File: src/rtl/ks16_prefix_pipe.sv
// ks16_prefix_pipe: pipelined 16-bit Kogge-Stone carry network with valid/ready and full-pipeline stall
module ks16_prefix_pipe (
  input  logic        clk,
  input  logic        rst,
  input  logic        in_valid,
  output logic        in_ready,
  input  logic [15:0] a,
  input  logic [15:0] b,
  input  logic        cin,
  output logic        out_valid,
  input  logic        out_ready,
  output logic [15:0] p_out,
  output logic [15:0] c_out,
  output logic        cin_out
);
  logic [4:0]  v, ci;
  logic [15:0] p [5];
  logic [15:0] g [5];
  logic [15:0] pg [4];
  logic [15:0] gn [1:4];
  logic [15:0] pgn [1:3];
  logic        adv;
  assign adv = ~v[4] | out_ready;
  assign in_ready = adv;
  // Shifting by the span with zero fill leaves bits below the span untouched.
  for (genvar k = 1; k < 5; k++) begin : lvl
    localparam int d = 1 << (k - 1);
    assign gn[k] = g[k-1] | (pg[k-1] & {g[k-1][15-d:0], {d{1'b0}}});
    if (k < 4) begin : grp_p
      assign pgn[k] = pg[k-1] & {pg[k-1][15-d:0], {d{1'b1}}};
    end
  end
  always_ff @(posedge clk) begin
    if (rst) begin
      v  <= '0;
      ci <= '0;
      for (int i = 0; i < 5; i++) begin
        p[i] <= '0;
        g[i] <= '0;
      end
      for (int i = 0; i < 4; i++) pg[i] <= '0;
    end else if (adv) begin
      v     <= {v[3:0], in_valid};
      ci    <= {ci[3:0], cin};
      p[0]  <= a ^ b;
      pg[0] <= a ^ b;
      g[0]  <= {a[15:1] & b[15:1], (a[0] & b[0]) | ((a[0] ^ b[0]) & cin)};
      for (int i = 1; i < 5; i++) begin
        p[i] <= p[i-1];
        g[i] <= gn[i];
      end
      for (int i = 1; i < 4; i++) pg[i] <= pgn[i];
    end
  end
  assign out_valid = v[4];
  assign p_out     = p[4];
  assign c_out     = g[4];
  assign cin_out   = ci[4];
endmodule

File: config.mk
export PLATFORM = sky130hd
export DESIGN_NAME = ks16_prefix_pipe
export DESIGN_NICKNAME = d
export VERILOG_FILES = /design/src/rtl/ks16_prefix_pipe.sv
export SDC_FILE = /design/constraint.sdc
export NUM_CORES = 1
export LEC_CHECK = 0
export ABC_AREA = 1
export BUFFER_PORTS_ARGS = -buffer_cell sky130_fd_sc_hd__buf_2
export CAP_MARGIN = 20
export CORE_ASPECT_RATIO = 1.1
export CORE_UTILIZATION = 55
export DETAILED_ROUTE_END_ITERATION = 7
export GPL_TIMING_DRIVEN = 0
export PLACE_DENSITY = 0.81
export SKIP_LAST_GASP = 1
export SLEW_MARGIN = 20
export SYNTH_ARGS = -nofsm -noshare
export SYNTH_HDL_FRONTEND = slang
export SYNTH_SLANG_ARGS = --single-unit
File: constraint.sdc
create_clock -name clk -period 11.8 [get_ports clk]
set_input_delay 0.59 -clock clk [delete_from_list [all_inputs] [get_ports clk]]
set_output_delay 0.59 -clock clk [all_outputs]
set_load 0.05 [all_outputs]
==> results.txt <==
Syn Inst Count - 700
Final setup fails - 0
Synth Area in Adders - 2.406%
Core footprint - 0.01462 mm2
Worst hold start - in_valid
Startpoint Class - register
First-pass GRT wire length - 19800 um
Setup CP Type - reg2reg
Port bufs - 71
Post-DP HPWL - 8023 um
Combinational share of power - 4.7%
Worst vdd ir - 0.0001114 V
XOR/XNOR share of the synthesized area - 0%
Post-synthesis sequential area ratio - 72.43%
Final worst path period share - 17.18%
Pwr/cell area - 152.6 mW/mm2
CP required - 12020 ps
Die X - 119.3 um
Final #Nets - 850
H-tree levels - 1
Largest family of logic cells by synthesized area - simple AND/OR/NAND/NOR gates
Critical Path Sink Type - register
Setup TNS - 0 ps
Vias in the first global route - 4243
Iter 0 DRT Violations - 182
Layout filler cell count - 1043
DR DRC count - 0
Grt total ovfl - 0
Placed Instances - 967
Synthesis-to-finish area growth - 15.48%
Clk_lat worst skew - 480 ps
Vias - 4705
Routed vias/inst - 4.691
Clock Tree Root - clkbuf_16
Sequential share of power - 56.4%
DIE AREA - 0.01562 mm2
Synthesized area per cell - 11.88 um2
Crit path time final - 2027 ps
RSZ-0062 raised after global routing - no
Antenna Nets Post-Route - 0
Final non-filler cell total - 1003
Die Ht - 131.0 um
CP arrival - 2250 ps
Net Count, Synth - 753
Clk_skew - 9.021 ps
Largest net degree at the start of global routing - 45
Endpoints failing hold - 0
Synthesized area - 0.008319 mm2
Crit path max fanout - 44
Hold crit path type - in2reg
WHS Path Cells - 3
Ports - 72
Design Area, Final - 0.009607 mm2
Total GRT Usage - 16.23%
Reg2reg path depth - 4
Diodes inserted - 0
Library cells used by synthesis - 14
P_int - 1.164 mW
Post_cts resized - 0
Status - finished, final reports clean
Postcts setup bufs - 0
Antenna violations before repair - 0
Starting Density - 56.91%
F_max - 0.4933 GHz
WHS Endpoint - v[0]$_SDFFE_PP0P_
Total CTS buffers - 20
R2R Path Start - v[4]$_SDFFE_PP0P_
Routed len/inst - 12.24 um
Hold_buf cts - 0
CTS tree - yes
Final total power - 1.466 mW
Clk buf depth - 3
Clock power share - 38.9%
Sw Ratio - 20.62%
Final Max Slew Viols - 0
TritonCTS Sinks - 204
Iteration count of the initial detailed-routing pass - 5
Max_cap viols - 0
Multiplexer share of the synthesized area - 0%
Register bit total from synthesis - 204
Core Rows - 46
Synth Area in Compound Gates - 3.008%
Slew headroom - 67.51%
Clk slew on worst S/H paths - 60 ps
Worst reg-to-reg setup slack - 9770 ps
Leakage power - 4.219 nW
Post-DP Area - 0.009007 mm2
Post-Synth Simple-Gate Area - 12.18%
Synth warnings - 0
FF-to-FF End - p[0][44]$_SDFFCE_PN0P_
Share of cells above drive strength 1 - 19.73%
GPL Wtd Cong - 0.8915
DRT Wirelength - 12280 um
Psw - 0.3022 mW
Worst slew pin tran - 487.4 ps
worst max-delay path by stage:
stage                      start                endpoint  slack (ps)  cells past startpoint
2_1_floorplan  v[4]$_SDFFE_PP0P_   g[0][0]$_SDFFCE_PN0P_        4460                      2
3_3_place_gp           out_ready  p[0][72]$_SDFFCE_PN0P_        2660                      4
5_1_grt        v[4]$_SDFFE_PP0P_  p[0][46]$_SDFFCE_PN0P_        9580                      4
3_5_place_dp           out_ready  p[0][72]$_SDFFCE_PN0P_        9320                      6
4_1_cts        v[4]$_SDFFE_PP0P_  p[0][43]$_SDFFCE_PN0P_        9750                      4
6_report       v[4]$_SDFFE_PP0P_  p[0][44]$_SDFFCE_PN0P_        9770                      4
critical path, cell delays in order, from the launching register on:
cell and delay (ps):
dfxtp_1 350, clkbuf_1 380, nand3_4 440, buf_12 360, buf_12 200
power by group through the flow:
stage	Combinational [mW]	Sequential [mW]	Clock, mW
CTS	0.0703	0.827	0.577
global route	0.0786	0.829	0.604
detailed placement	0.0692	0.842	0
finish	0.0693	0.827	0.570
floorplan	0.0487	0.837	0
global placement	0.0675	0.842	0
flip-flops by register name (all words and copies together) (netlist names):
name and flops:
ci 5, pg 35, p 79, v 5
g 80
cell families after synthesis:
| family | count (synthesis) |
|---|---|
| AO/OA/AOI/OAI | 50 |
| buffers and inverters | 170 |
| adder cells (fa/ha/maj) | 16 |
| flip-flops | 204 |
| AND/OR/NAND/NOR | 260 |
metrics by stage:
| stage | setup WS [ps] | utilization [%] | hold WS (ps) |
|---|---|---|---|
| 4_1_cts | 9747 | 65.71 | 327.6 |
| 5_1_grt | 9579 | 65.71 | 345.2 |
| 2_1_floorplan | 4462 | - | 427.3 |
| 6_report | 9773 | 65.71 | 332.9 |
| 3_5_place_dp | 9324 | 61.61 | 444.7 |
| 3_3_place_gp | 2660 | 60.98 | 434.0 |
cell usage in the layout (no fill, tap or decap):
cell and n:
a21oi_1 50, buf_12 4, buf_2 86, buf_4 34
buf_6 6, clkbuf_1 6, clkbuf_16 21, clkinv_1 5
clkinv_2 4, clkinvlp_4 2, dfxtp_1 10, edfxtp_1 194
ha_1 16, inv_1 112, inv_6 1, nand2_1 46
nand2_2 1, nand3_1 9, nand3_4 1, nand4_1 9
nor2_1 194
synth_stat cells, drive strengths merged:
master / n / share of area (%)
inv: 112 / 5.1
nand4: 9 / 0.68
nor2: 194 / 8.8
ha: 16 / 2.4
clkbuf: 3 / 0.14
dfxtp: 10 / 2.4
nand2: 47 / 2.2
edfxtp: 194 / 70
a21oi: 50 / 3.0
buf: 55 / 4.8
nand3: 10 / 0.60
final cells by class:
cell class | instances | area (um2) | area share, %
plain buffers | 58 | 409.1 | 4.259
clock buffers | 24 | 536.8 | 5.587
clock inverters | 12 | 62.56 | 0.6512
inverters | 112 | 420.4 | 4.376
multi-input cells | 326 | 1476 | 15.37
flip-flops and latches | 204 | 6026 | 62.72
well taps | 192 | 240.2 | 2.501
repair buffers | 75 | 435.4 | 4.532
routing by layer:
layer	GRT usage [%]	vias up	wire (um)
met5	0	-	0
met4	6.404	0	362
met3	2.821	28	669
met2	29.86	138	6158
met1	19.06	2101	5087
li1	-	2438	-
No activity file was read; power rests on OpenSTA's default activity.
